--- config.mk ---
export PLATFORM = sky130hd
export DESIGN_NAME = id_stage
export DESIGN_NICKNAME = d
export VERILOG_FILES = /design/src/rtl/id_pkg.sv /design/src/rtl/id_hazard_unit.sv /design/src/rtl/id_stage.sv
export SDC_FILE = /design/constraint.sdc
export NUM_CORES = 1
export LEC_CHECK = 0
export ABC_AREA = 0
export ABC_CLOCK_PERIOD_IN_PS = 7500
export BUFFER_PORTS_ARGS = -buffer_cell sky130_fd_sc_hd__buf_2
export CORE_AREA = 3 3 146 148
export DETAILED_ROUTE_END_ITERATION = 12
export DIE_AREA = 0 0 149 151
export PLACE_DENSITY = 0.79
export SLEW_MARGIN = 20
export SYNTH_ARGS = -nofsm -noshare
export SYNTH_HDL_FRONTEND = slang
export SYNTH_HIERARCHICAL = 1
export SYNTH_SLANG_ARGS = --single-unit
--- constraint.sdc ---
create_clock -name clk -period 7.5 [get_ports clk]
set_clock_uncertainty 0.05 [all_clocks]
set_input_delay 0.375 -clock clk [delete_from_list [all_inputs] [get_ports clk]]
set_output_delay 0.375 -clock clk [all_outputs]
set_load 0.02 [all_outputs]
--- src/rtl/id_pkg.sv ---
// Shared decode constants for the ID stage: opcodes, instruction field positions, zero-register indices.
// Used by id_stage and id_hazard_unit; ID_STAGE_BYPASS_EN selects forwarding vs. stall-on-RAW.
package id_pkg;

  localparam logic [5:0] OP_RTYPE = 6'h00;
  localparam logic [5:0] OP_J     = 6'h02;
  localparam logic [5:0] OP_BEQ   = 6'h04;
  localparam logic [5:0] OP_BNE   = 6'h05;
  localparam logic [5:0] OP_ADDI  = 6'h08;
  localparam logic [5:0] OP_ANDI  = 6'h0C;
  localparam logic [5:0] OP_ORI   = 6'h0D;
  localparam logic [5:0] OP_XORI  = 6'h0E;
  localparam logic [5:0] OP_LB    = 6'h20;
  localparam logic [5:0] OP_LH    = 6'h21;
  localparam logic [5:0] OP_LW    = 6'h23;
  localparam logic [5:0] OP_LBU   = 6'h24;
  localparam logic [5:0] OP_LHU   = 6'h25;
  localparam logic [5:0] OP_SB    = 6'h28;
  localparam logic [5:0] OP_SH    = 6'h29;
  localparam logic [5:0] OP_SW    = 6'h2B;

  localparam int OP_MSB    = 31;
  localparam int OP_LSB    = 26;
  localparam int RS_MSB    = 25;
  localparam int RS_LSB    = 21;
  localparam int RT_MSB    = 20;
  localparam int RT_LSB    = 16;
  localparam int RD_MSB    = 15;
  localparam int RD_LSB    = 11;
  localparam int IMM_MSB   = 15;
  localparam int FUNCT_MSB = 5;

  localparam logic [5:0] REG_ZERO_T0 = 6'd0;
  localparam logic [5:0] REG_ZERO_T1 = 6'd32;

  typedef enum logic {EXT_SIGN, EXT_ZERO} imm_ext_e;

  function automatic logic is_zero_reg(input logic [5:0] idx);
    return (idx == REG_ZERO_T0) || (idx == REG_ZERO_T1);
  endfunction

  function automatic logic is_load(input logic [5:0] op);
    return op inside {OP_LB, OP_LH, OP_LW, OP_LBU, OP_LHU};
  endfunction

  function automatic logic writes_rd(input logic [5:0] op);
    return !(op inside {OP_J, OP_BEQ, OP_BNE, OP_SB, OP_SH, OP_SW});
  endfunction

  // Logical immediates are zero-extended so masks like 0xFFFF keep their upper half clear.
  function automatic imm_ext_e imm_ext_sel(input logic [5:0] op);
    return (op inside {OP_ANDI, OP_ORI, OP_XORI}) ? EXT_ZERO : EXT_SIGN;
  endfunction

endpackage

--- src/rtl/id_hazard_unit.sv ---
// Combinational hazard detection for the ID stage: load-use always; with ID_STAGE_BYPASS_EN undefined,
// also stalls on any RAW against the OPR register or the M-stage write.
module id_hazard_unit
  import id_pkg::*;
#(
  parameter int RIDX = 6
) (
  input  logic            dec_valid,
  input  logic [RIDX-1:0] src0,
  input  logic [RIDX-1:0] src1,
  input  logic            opr_valid,
  input  logic [RIDX-1:0] opr_rd,
  input  logic            opr_wen,
  input  logic            opr_load,
`ifndef ID_STAGE_BYPASS_EN
  input  logic            mwrite,
  input  logic [RIDX-1:0] mwr,
`endif
  output logic            stall
);

  logic load_use;
  logic raw;

  always_comb begin
    load_use = opr_valid && opr_load && opr_wen && ((src0 == opr_rd) || (src1 == opr_rd));
    raw      = 1'b0;
`ifndef ID_STAGE_BYPASS_EN
    // Without forwarding, wait until the producer has left both OPR and M.
    raw = (opr_valid && opr_wen &&
           ((!is_zero_reg(src0) && (src0 == opr_rd)) || (!is_zero_reg(src1) && (src1 == opr_rd)))) ||
          (mwrite &&
           ((!is_zero_reg(src0) && (src0 == mwr)) || (!is_zero_reg(src1) && (src1 == mwr))));
`endif
    stall = dec_valid && (load_use || raw);
  end

endmodule

--- src/rtl/id_stage.sv ---
// Two-stage instruction decode (DEC -> OPR) with load-use interlock and write-back snooping.
// ID_STAGE_BYPASS_EN enables M/W forwarding; otherwise RAW hazards stall DEC.
module id_stage
  import id_pkg::*;
#(
  parameter int XLEN = 32,
  parameter int RIDX = 6
) (
  input  logic            clk,
  input  logic            rst_n,
  input  logic            in_valid,
  output logic            in_ready,
  input  logic [31:0]     in_instr,
  input  logic [XLEN-1:0] in_pc,
  input  logic            in_thread,
  output logic [RIDX-1:0] R0,
  output logic [RIDX-1:0] R1,
  input  logic [XLEN-1:0] D0,
  input  logic [XLEN-1:0] D1,
  input  logic            MWrite,
  input  logic [RIDX-1:0] MWR,
  input  logic [XLEN-1:0] MWD,
  input  logic            WWrite,
  input  logic [RIDX-1:0] WR,
  input  logic [XLEN-1:0] WD,
  input  logic            ex_ready,
  input  logic            flush,
  output logic            out_valid,
  output logic [XLEN-1:0] out_a,
  output logic [XLEN-1:0] out_b,
  output logic [XLEN-1:0] out_imm,
  output logic [RIDX-1:0] out_rd,
  output logic            out_wen,
  output logic            out_load,
  output logic [5:0]      out_op,
  output logic [5:0]      out_funct,
  output logic [XLEN-1:0] out_pc
);

  logic            dec_valid_q, dec_valid_d;
  logic [31:0]     dec_instr_q, dec_instr_d;
  logic [XLEN-1:0] dec_pc_q, dec_pc_d;
  logic            dec_thread_q, dec_thread_d;

  logic            opr_valid_q, opr_valid_d;
  logic [XLEN-1:0] opr_a_q, opr_a_d, opr_b_q, opr_b_d, opr_imm_q, opr_imm_d, opr_pc_q, opr_pc_d;
  logic [RIDX-1:0] opr_rd_q, opr_rd_d;
  logic            opr_wen_q, opr_wen_d, opr_load_q, opr_load_d;
  logic [5:0]      opr_op_q, opr_op_d, opr_funct_q, opr_funct_d;

  logic [5:0]      dec_op;
  logic [15:0]     dec_imm16;
  logic [RIDX-1:0] dec_rd;
  logic [XLEN-1:0] dec_imm, src_a, src_b;
  logic            stall, opr_hold, dec_advance, accept;

  assign dec_op    = dec_instr_q[OP_MSB:OP_LSB];
  assign dec_imm16 = dec_instr_q[IMM_MSB:0];
  assign R0        = {dec_thread_q, dec_instr_q[RS_MSB:RS_LSB]};
  assign R1        = {dec_thread_q, dec_instr_q[RT_MSB:RT_LSB]};
  assign dec_rd    = (dec_op == OP_RTYPE) ? {dec_thread_q, dec_instr_q[RD_MSB:RD_LSB]}
                                          : {dec_thread_q, dec_instr_q[RT_MSB:RT_LSB]};
  assign dec_imm   = (imm_ext_sel(dec_op) == EXT_ZERO) ? {{(XLEN-16){1'b0}}, dec_imm16}
                                                        : {{(XLEN-16){dec_imm16[15]}}, dec_imm16};

  id_hazard_unit #(.RIDX(RIDX)) u_hazard (
    .dec_valid (dec_valid_q),
    .src0      (R0),
    .src1      (R1),
    .opr_valid (opr_valid_q),
    .opr_rd    (opr_rd_q),
    .opr_wen   (opr_wen_q),
    .opr_load  (opr_load_q),
`ifndef ID_STAGE_BYPASS_EN
    .mwrite    (MWrite),
    .mwr       (MWR),
`endif
    .stall     (stall)
  );

`ifndef ID_STAGE_BYPASS_EN
  logic unused_wb;
  assign unused_wb = ^{MWD, WWrite, WR, WD};
`endif

  // Later assignments win, so the M-stage match takes priority over W.
  always_comb begin
    src_a = D0;
    src_b = D1;
`ifdef ID_STAGE_BYPASS_EN
    if (WWrite && (WR == R0)) src_a = WD;
    if (WWrite && (WR == R1)) src_b = WD;
    if (MWrite && (MWR == R0)) src_a = MWD;
    if (MWrite && (MWR == R1)) src_b = MWD;
`endif
    if (is_zero_reg(R0)) src_a = '0;
    if (is_zero_reg(R1)) src_b = '0;
  end

  assign opr_hold    = opr_valid_q && !ex_ready;
  assign dec_advance = dec_valid_q && !opr_hold && !stall;
  assign in_ready    = !dec_valid_q || dec_advance;
  assign accept      = in_valid && in_ready;

  always_comb begin
    dec_valid_d  = dec_valid_q;
    dec_instr_d  = dec_instr_q;
    dec_pc_d     = dec_pc_q;
    dec_thread_d = dec_thread_q;
    if (flush) begin
      dec_valid_d = 1'b0;
    end else if (accept) begin
      dec_valid_d  = 1'b1;
      dec_instr_d  = in_instr;
      dec_pc_d     = in_pc;
      dec_thread_d = in_thread;
    end else if (dec_advance) begin
      dec_valid_d = 1'b0;
    end
  end

  // A DEC that cannot advance while EX is ready turns into a bubble in OPR.
  always_comb begin
    opr_valid_d = opr_valid_q;
    opr_a_d     = opr_a_q;
    opr_b_d     = opr_b_q;
    opr_imm_d   = opr_imm_q;
    opr_rd_d    = opr_rd_q;
    opr_wen_d   = opr_wen_q;
    opr_load_d  = opr_load_q;
    opr_op_d    = opr_op_q;
    opr_funct_d = opr_funct_q;
    opr_pc_d    = opr_pc_q;
    if (flush || (!opr_hold && !dec_advance)) begin
      opr_valid_d = 1'b0;
      opr_wen_d   = 1'b0;
      opr_load_d  = 1'b0;
    end else if (dec_advance) begin
      opr_valid_d = 1'b1;
      opr_a_d     = src_a;
      opr_b_d     = src_b;
      opr_imm_d   = dec_imm;
      opr_rd_d    = dec_rd;
      opr_wen_d   = writes_rd(dec_op) && !is_zero_reg(dec_rd);
      opr_load_d  = is_load(dec_op);
      opr_op_d    = dec_op;
      opr_funct_d = dec_instr_q[FUNCT_MSB:0];
      opr_pc_d    = dec_pc_q;
    end
  end

  always_ff @(posedge clk or negedge rst_n) begin
    if (!rst_n) begin
      dec_valid_q  <= 1'b0;
      dec_instr_q  <= '0;
      dec_pc_q     <= '0;
      dec_thread_q <= 1'b0;
      opr_valid_q  <= 1'b0;
      opr_a_q      <= '0;
      opr_b_q      <= '0;
      opr_imm_q    <= '0;
      opr_rd_q     <= '0;
      opr_wen_q    <= 1'b0;
      opr_load_q   <= 1'b0;
      opr_op_q     <= '0;
      opr_funct_q  <= '0;
      opr_pc_q     <= '0;
    end else begin
      dec_valid_q  <= dec_valid_d;
      dec_instr_q  <= dec_instr_d;
      dec_pc_q     <= dec_pc_d;
      dec_thread_q <= dec_thread_d;
      opr_valid_q  <= opr_valid_d;
      opr_a_q      <= opr_a_d;
      opr_b_q      <= opr_b_d;
      opr_imm_q    <= opr_imm_d;
      opr_rd_q     <= opr_rd_d;
      opr_wen_q    <= opr_wen_d;
      opr_load_q   <= opr_load_d;
      opr_op_q     <= opr_op_d;
      opr_funct_q  <= opr_funct_d;
      opr_pc_q     <= opr_pc_d;
    end
  end

  assign out_valid = opr_valid_q;
  assign out_a     = opr_a_q;
  assign out_b     = opr_b_q;
  assign out_imm   = opr_imm_q;
  assign out_rd    = opr_rd_q;
  assign out_wen   = opr_wen_q;
  assign out_load  = opr_load_q;
  assign out_op    = opr_op_q;
  assign out_funct = opr_funct_q;
  assign out_pc    = opr_pc_q;

endmodule

==> flow_metrics.py, run 1 <==
metrics = {
    "run_status": {
        "status": "finished with violations",
        "failed_checks": "hold timing",
    },
    "logic_synthesis": {
        "synth.most_common_cell": "dfrtp_1",
        "synth_commonest_cells": "dfrtp_1 (194), nand2_1 (173), a22o_1 (65), mux2_2 (65), buf_4 (40)",
        "synth_top_area_share_pct": 61.35,
        "synth_edf_count": 0,
        "syn_area_per_cell_um2": 12.15,
        "synth.area.top_cells": "dfrtp_1 (61%), mux2_2 (9.3%), nand2_1 (8.2%)",
        "synth-seq-cells": 194,
        "yosysSeqAreaShare_pct": 61.35,
        "yosysWarnings": 6,
        "synth_top_area_cell": "dfrtp_1",
        "synthDistinctLibCells": 34,
        "synthFlopType": "dfrtp_1",
        "synthArstFlopShare_pct": 100.0,
        "synth_area_mm2": 0.007913,
        "syn-num-nets": 863,
        "postSynthCellCount": 651,
    },
    "sta": {
        "setup-violations-final": 0,
        "drv_slew": 0,
        "hold_ws_ns": -0.003592,
        "rsz0062_at_grt": "no",
        "fin_crit_ns": 4.148,
        "setup_slack_ns": 3.352,
        "hold_viol_final": 7,
        "max_slew_margin_pct": 34.65,
        "tightest_slew_ns": 0.9803,
        "tns_ns": 0,
        "fmaxAchievable_mhz": 241.1,
        "period_share_pct": 55.30,
    },
    "cells_and_area": {
        "fin_cells": 1191,
        "nNetsFinal": 1119,
        "areaGrowthSynthToFinish_pct": 25.16,
        "drive_gt1_share_pct": 44.35,
        "nFillCells": 1864,
    },
    "power": {
        "p_leak_nw": 5.163,
        "p_int_mw": 2.017,
        "p_sw_mw": 1.042,
        "clkPwrFrac_pct": 29.3,
        "swShare_pct": 34.07,
        "cellPowerDensity_mw_per_mm2": 308.9,
        "combPwrFrac_pct": 25.2,
        "power.total_mw": 3.059,
        "ir_worst_vdd_mv": 0.1712,
        "sequentialPowerShare_pct": 45.5,
    },
    "clock_network": {
        "clk_pin_slew_ns": 0.07,
        "clk_latency_ns": 0.42,
        "root_buffer": "clkbuf_16",
        "cts_max_level": 4,
        "cts_buffers": 17,
        "postCtsHoldBufs": 0,
        "cts_tree": "done",
        "post_cts_resized": 0,
        "post_cts_buffers": 0,
        "clock-sinks": 194,
        "clockBufferDepth": 2,
    },
    "floorplan": {
        "start_util_pct": 39.23,
        "fp-row-count": 52,
        "die_area_mm2": 0.02250,
        "core_area_mm2": 0.02017,
        "io_pins": 374,
        "die_h_um": 151,
        "die_width_um": 149,
    },
    "placed_design": {
        "place_inst": 1158,
        "io_buffers": 302,
        "place.gp.congestion": 0.7640,
        "pre_cts_ws_ns": 3.326,
        "hpwl_um": 14110,
    },
    "global_route": {
        "antenna_found_initial": 0,
        "grt_pass1_vias": 5923,
        "grt-ovfl-total": 0,
        "grt_max_degree": 116,
        "track_usage_pct": 17.38,
        "grt_pass1_wl_um": 30860,
    },
    "drt": {
        "route.detailed.drc": 0,
        "drtPass1Iterations": 4,
        "antenna_left": 0,
        "drt_iter0_markers": 252,
        "dr_total_vias": 5809,
        "routed_wire_length_per_instance_um": 16.91,
        "wl_um": 20140,
        "viasPerCell": 4.877,
    },
    "critical_path": {
        "required_ns": 7.81,
        "cp-start-kind": "register",
        "crit_fanout": 91,
        "path_class": "reg -> reg",
        "critPathArrivalTime_ns": 4.45,
        "end_kind": "register",
    },
    "flow_run": {
        "maxCapViolCount": 0,
    },
    "hold_path": {
        "hold_path.class": "in -> async",
    },
}
-- power groups by stage --
stage / logic, mW / registers (mW) / clock network [mW]
floorplan: 0.349 / 1.56 / 0
global placement: 0.764 / 1.40 / 0
detailed placement: 0.780 / 1.41 / 0
CTS: 0.782 / 1.39 / 0.921
global route: 0.837 / 1.42 / 0.967
finish: 0.771 / 1.39 / 0.897
-- final timing paths --
| kind | from | to | slack (ns) | cells past startpoint |
|---|---|---|---|---|
| setup / recovery | dec_instr_q[17] | out_a[3] | 3.35 | 9 |
| hold / removal | rst_n | dec_pc_q[31] | -0.004 | 1 |
| setup reg to reg | dec_instr_q[17] | out_a[3] | 3.35 | 9 |
| hold reg to reg | dec_instr_q[3] | out_imm[3] | 0.41 | 2 |
| max in group asynchronous | rst_n | out_a[31] | 5.89 | 2 |
| min in group clk | D1[21] | out_b[21] | 0.12 | 2 |
-- cells by family (layout without fill, tap and decap cells) --
kind of cell	after synthesis	after routing	synth area share (%)
buffers and inverters	71	340	6.215
multiplexers	70	70	9.883
other	0	1	0
XOR/XNOR	24	24	2.657
AO/OA/AOI/OAI	85	85	8.998
AND/OR/NAND/NOR	207	207	10.90
flip-flops	194	194	61.35
-- cells in the final DEF (no fill, tap or decap), drive strengths merged, types with 2 or more instances in the layout --
cell / count
a21oi: 3
a22o: 65
buf: 305
clkbuf: 18
clkinv: 3
clkinvlp: 5
dfrtp: 194
inv: 8
mux2: 65
mux2i: 5
nand2: 173
nand2b: 3
nand3: 4
nand4: 3
nor2: 7
nor3: 3
nor4: 3
nor4b: 3
o211ai: 2
o21ai: 8
o22ai: 3
o311ai: 2
or4: 4
xnor2: 12
xor2: 12
-- stage by stage --
stage	area (µm²)	hold WS, ns	utilization [%]
floorplan	7913	0.02941	-
global placement	9326	0.3899	46.24
detailed placement	9326	0.3974	46.24
CTS	9901	0.04176	49.09
global route	9901	0.06518	49.09
finish	9903	-0.003592	49.10
-- flip-flops by register name, summed over array words and instances (netlist names) --
signal        cells
dec_valid_q       1
out_pc           32
dec_instr_q      32
out_a            32
out_rd            6
out_op            6
out_valid         1
dec_thread_q      1
out_b            32
dec_pc_q         32
out_wen           1
out_imm          17
out_load          1
-- worst max-delay path, stage by stage, from the launching register on --
cell      delay, ns
dfrtp_1        0.49
or4_1          0.60
o211ai_1       0.19
o22ai_1        0.13
nand3_1        0.09
nand3_1        0.15
or4b_4         0.85
buf_4          0.49
a21oi_4        0.77
a22o_1         0.25
-- final cells by class --
class / instances / area, µm² / area share, %
diodes: 1 / 2.502 / 0.02527
clock buffers: 17 / 425.4 / 4.296
clock inverters: 15 / 148.9 / 1.503
inverters: 2 / 7.507 / 0.07581
multi-input cells: 386 / 2576 / 26.01
flip-flops and latches: 194 / 4855 / 49.02
well taps: 270 / 337.8 / 3.411
repair buffers: 306 / 1550 / 15.65
-- routing by layer --
layer  track usage [%]  vias to the layer above  share of wire (%)
met4             3.799                        0               0.68
met1             20.24                     2877                 40
li1                  -                     2696                  -
met2             30.75                      226                 50
met5                 0                        -                  0
met3             6.463                       10                9.2
Power figures use the tool's default switching activity.
==> run 2: changes to the inputs <==
Settings changed: ABC_CLOCK_PERIOD_IN_PS 7500 to 4300.
Clock period 7.5 ns to 4.3 ns, I/O delays scaled along.
==> flow_metrics.py, run 2 (synthesis results as in run 1) <==
metrics = {
    "run_status": {
        "status": "complete, no violations",
    },
    "sta": {
        "rsz0062_at_grt": "no",
        "max_slew_margin_pct": 33.85,
        "drv_slew": 0,
        "fmaxAchievable_mhz": 283.5,
        "period_share_pct": 82.04,
        "fin_crit_ns": 3.528,
        "tns_ns": 0,
        "tightest_slew_ns": 0.9923,
        "setup-violations-final": 0,
        "hold_viol_final": 0,
    },
    "critical_path": {
        "crit_fanout": 49,
        "r2r_start": "dec_instr_q[17]",
        "required_ns": 4.61,
        "cp-startpoint": "dec_instr_q[17]",
        "end_kind": "register",
        "reg2reg_depth": 9,
        "critPathArrivalTime_ns": 3.84,
        "path_class": "reg -> reg",
        "r2r-end": "out_wen",
        "cp-start-kind": "register",
        "r2r_setup_slack_ns": 0.77,
    },
    "placed_design": {
        "place.gp.congestion": 0.7988,
        "io_buffers": 302,
        "hpwl_um": 14170,
    },
    "global_route": {
        "antenna_found_initial": 0,
        "grt_busiest_layer": "met2",
        "grt_pass1_vias": 6828,
        "grt_max_degree": 126,
        "grt-ovfl-total": 0,
        "track_usage_pct": 20.44,
        "gr-usage-met3_pct": 5.925,
        "use_met1_pct": 23.52,
        "use_met2_pct": 36.61,
        "grt_pass1_wl_um": 36260,
    },
    "power": {
        "p_leak_nw": 5.747,
        "ir_worst_vdd_mv": 0.2490,
        "cellPowerDensity_mw_per_mm2": 484.4,
    },
    "floorplan": {
        "io_pins": 374,
        "die_h_um": 151,
        "fp-row-count": 52,
        "core_area_mm2": 0.02017,
        "die_area_mm2": 0.02250,
        "die_width_um": 149,
        "start_util_pct": 39.23,
    },
    "cells_and_area": {
        "drive_gt1_share_pct": 39.07,
        "areaGrowthSynthToFinish_pct": 42.17,
        "n_antenna_cell": 0,
        "nNetsFinal": 1256,
        "final_core_util_pct": 55.78,
        "final_common_cell": "buf_2",
        "nFillCells": 1622,
        "final_cell_mix": "buf_2 (301), dfrtp_1 (194), nand2_1 (173), dlygate4sd3_1 (131)",
    },
    "clock_network": {
        "clk_pin_slew_ns": 0.08,
        "root_buffer": "clkbuf_16",
        "cts_tree": "done",
        "post_cts_resized": 0,
        "cts_buffers": 17,
        "cts_max_level": 4,
        "clk_latency_ns": 0.42,
        "clockBufferDepth": 2,
        "clock-sinks": 194,
    },
    "hold_path": {
        "hold_end": "out_a[7]",
        "hold_path.class": "in -> reg",
        "whs_path_depth": 2,
        "worstHoldStart": "D0[7]",
    },
    "drt": {
        "viasPerCell": 4.930,
        "antenna_left": 0,
        "drt_iter0_markers": 314,
        "wl_um": 23500,
        "dr_total_vias": 6542,
        "drtPass1Iterations": 5,
        "routed_wire_length_per_instance_um": 17.71,
        "route.detailed.drc": 0,
    },
    "flow_run": {
        "maxCapViolCount": 0,
    },
}
## run 2: cell count changes in the layout (fill, tap and decap cells not counted)
cell,before,now
buf_4,4,10
clkinvlp_4,5,1
clkinv_4,1,3
clkinv_2,2,1
clkinv_8,0,1
clkbuf_1,0,1
bufinv_16,1,0
inv_8,4,5
dlygate4sd3_1,0,131
inv_6,2,3
diode_2,1,0
## run 2: worst max path at each step
stage / slack [ns] / cells past startpoint / to
global route: 0.56 / 7 / out_wen
finish: 0.77 / 9 / out_wen
CTS: 0.84 / 9 / out_wen
floorplan: 1.33 / 10 / dec_instr_q[0]
detailed placement: 0.86 / 9 / out_wen
global placement: 0.92 / 9 / out_wen
## run 2: metal layers
layer / up-vias / share of wire [%]
met4: 0 / 2.1
met1: 3259 / 39
met3: 34 / 7.8
met2: 272 / 51
li1: 2977 / -
met5: - / 0
## run 2: power by group
part	total [mW]	internal, mW	leakage [nW]	switching, mW
logic	1.48	0.613	3.08	0.863
clock network	1.54	0.774	0.278	0.764
registers	2.44	2.17	2.39	0.266
## run 2: what timing repair did
| action | 4_1_cts | 5_1_grt |
|---|---|---|
| setup buffers | 0 | 0 |
| hold buffers | 130 | 1 |
| endpoints found under the hold margin | 252 | 1 |
## run 2: critical path, stage by stage, from the launching register on
cell and delay [ns]:
dfrtp_1 0.51, or4_1 0.62, o211ai_1 0.19, o22ai_1 0.13, nand3_1 0.09, nand3_1 0.15
or4b_4 0.87, buf_4 0.40, a221oi_2 0.26, a22o_1 0.16
## run 2: per-stage QoR
stage	instances	hold slack (ns)	power [mW]	setup slack, ns	area, µm²
final	1327	0.04160	5.449	0.7721	11250
after global routing	1327	0.01528	5.714	0.5577	11250
after CTS	1326	0.001041	5.474	0.8387	11240
after detailed placement	1164	0.3862	3.823	0.8607	9371
after global placement	1164	0.3817	3.781	0.9232	9371
after floorplan	651	-0.1306	3.336	1.329	7913
## run 2: cell type report
class / instances / area, µm² / share of cell area [%]
Clock buffer: 18 / 429.2 / 3.815
Clock inverter: 14 / 137.6 / 1.223
Inverter: 2 / 7.507 / 0.06673
Multi-Input combinational cell: 386 / 2576 / 22.90
Sequential cell: 194 / 4855 / 43.15
Tap cell: 270 / 337.8 / 3.003
Timing Repair Buffer: 443 / 2907 / 25.84
==> run 3: changes to the inputs <==
Settings changed: ABC_CLOCK_PERIOD_IN_PS 4300 to 3450.
Clock period 4.3 ns to 3.45 ns, I/O delays scaled along.
==> flow_metrics.py, run 3 (synthesis results as in run 1) <==
metrics = {
    "cells_and_area": {
        "final_cell_mix": "buf_2 (301), dfrtp_1 (194), nand2_1 (173), dlygate4sd3_1 (133)",
        "n_antenna_cell": 0,
        "final_common_cell": "buf_2",
        "areaGrowthSynthToFinish_pct": 43.67,
        "drive_gt1_share_pct": 39.21,
        "nNetsFinal": 1261,
    },
    "clock_network": {
        "cts_buffers": 17,
        "cts_max_level": 4,
        "clk_latency_ns": 0.42,
        "root_buffer": "clkbuf_16",
        "post_cts_resized": 0,
        "clockBufferDepth": 2,
        "clk_pin_slew_ns": 0.07,
        "cts_tree": "done",
        "clock-sinks": 194,
    },
    "sta": {
        "drv_slew": 0,
        "setup-violations-final": 0,
        "fin_crit_ns": 3.248,
        "rsz0062_at_grt": "no",
        "tightest_slew_ns": 0.7794,
        "hold_viol_final": 0,
        "fmaxAchievable_mhz": 307.9,
        "max_slew_margin_pct": 48.04,
        "tns_ns": 0,
        "period_share_pct": 94.15,
    },
    "critical_path": {
        "cp-start-kind": "register",
        "crit_fanout": 54,
        "critPathArrivalTime_ns": 3.49,
        "required_ns": 3.70,
        "r2r_start": "dec_instr_q[17]",
        "reg2reg_depth": 6,
        "r2r_setup_slack_ns": 0.20,
        "worstPathCellList": "or4_1 -> o311ai_0 -> nand3_1 -> or4b_4 -> buf_4 -> a22o_1",
        "critPathCapture": "out_a[5]",
        "slowest_stage": "or4b_4",
        "cp-startpoint": "dec_instr_q[17]",
        "path_class": "reg -> reg",
        "cpPeakStageDelay_ns": 0.68,
        "end_kind": "register",
        "r2r-end": "out_a[5]",
    },
    "floorplan": {
        "io_pins": 374,
        "start_util_pct": 39.23,
        "die_area_mm2": 0.02250,
        "fp-row-count": 52,
        "die_h_um": 151,
        "core_area_mm2": 0.02017,
        "die_width_um": 149,
    },
    "global_route": {
        "grt_pass1_wl_um": 35690,
        "grt_pass1_vias": 6714,
        "grt-ovfl-total": 0,
        "grt_max_degree": 97,
        "track_usage_pct": 20.00,
        "antenna_found_initial": 0,
    },
    "placed_design": {
        "hpwl_um": 14220,
        "place.gp.congestion": 0.7798,
        "io_buffers": 302,
    },
    "power": {
        "p_leak_nw": 5.801,
        "cellPowerDensity_mw_per_mm2": 612.3,
        "power.total_mw": 6.960,
        "ir_worst_vdd_mv": 0.3443,
    },
    "drt": {
        "dr_total_vias": 6487,
        "viasPerCell": 4.874,
        "routed_wire_length_per_instance_um": 17.34,
        "drt_iter0_markers": 335,
        "antenna_left": 0,
        "route.detailed.drc": 0,
        "drtPass1Iterations": 5,
        "wl_um": 23070,
    },
    "flow_run": {
        "maxCapViolCount": 0,
    },
    "run_status": {
        "status": "complete, no violations",
    },
    "hold_path": {
        "hold_path.class": "in -> reg",
    },
}
run 3: timing repair:
action	4_1_cts	5_1_grt
hold endpoints to repair	224	0
buffers inserted	0	0
hold buffers	133	0
run 3: worst max-delay path: cells and delay by family (launching register included):
| family | cells | cell delay (ns) |
|---|---|---|
| and+or+nand+nor | 3 | 1.55 |
| DFF | 1 | 0.49 |
| buffers and inverters | 1 | 0.34 |
| AOI/OAI and AO/OA | 2 | 0.66 |
run 3: worst min-delay path by stage:
stage,start,endpoint,slack [ns],cells past startpoint
floorplan,rst_n,dec_instr_q[0],-0.17,0
global placement,rst_n,out_pc[9],0.23,1
detailed placement,rst_n,out_pc[9],0.24,1
CTS,MWrite,out_valid,0.20,5
global route,MWrite,out_valid,0.26,5
finish,MWrite,out_valid,0.26,5
run 3: power breakdown:
| group | internal, mW | leakage (nW) | switching [mW] | total [mW] |
|---|---|---|---|---|
| Combinational | 0.772 | 3.11 | 1.08 | 1.85 |
| Sequential | 2.71 | 2.39 | 0.327 | 3.03 |
| Clock | 1.17 | 0.300 | 0.915 | 2.08 |
| Total | 4.64 | 5.80 | 2.32 | 6.96 |
run 3: per-stage QoR:
step                      cell area (µm²)  setup slack [ns]  instances  utilization (%)  hold slack [ns]
after floorplan                      7913            0.4786        651                -          -0.1731
after global placement               9419            0.3125       1167            46.70           0.2334
after detailed placement             9419            0.2792       1167            46.70           0.2369
after CTS                           11370            0.2472       1331            56.36           0.2031
after global routing                11370            0.1087       1331            56.36           0.2594
final                               11370            0.2019       1331            56.36           0.2557
run 3: area by class of cell:
cell class / instances / area, µm²
fill: 1597 / 8801
sequential: 194 / 4855
timing repair buffer: 448 / 2974
multi-input combinational: 386 / 2576
clock buffer: 17 / 425.4
tap: 270 / 337.8
clock inverter: 14 / 192.7
inverter: 2 / 7.507
run 3: routing by layer:
layer | share of wire (%) | global-route usage [%]
met4 | 0.89 | 4.714
met2 | 52 | 35.48
met5 | 0 | 0
met1 | 40 | 24.24
met3 | 7.8 | 5.655
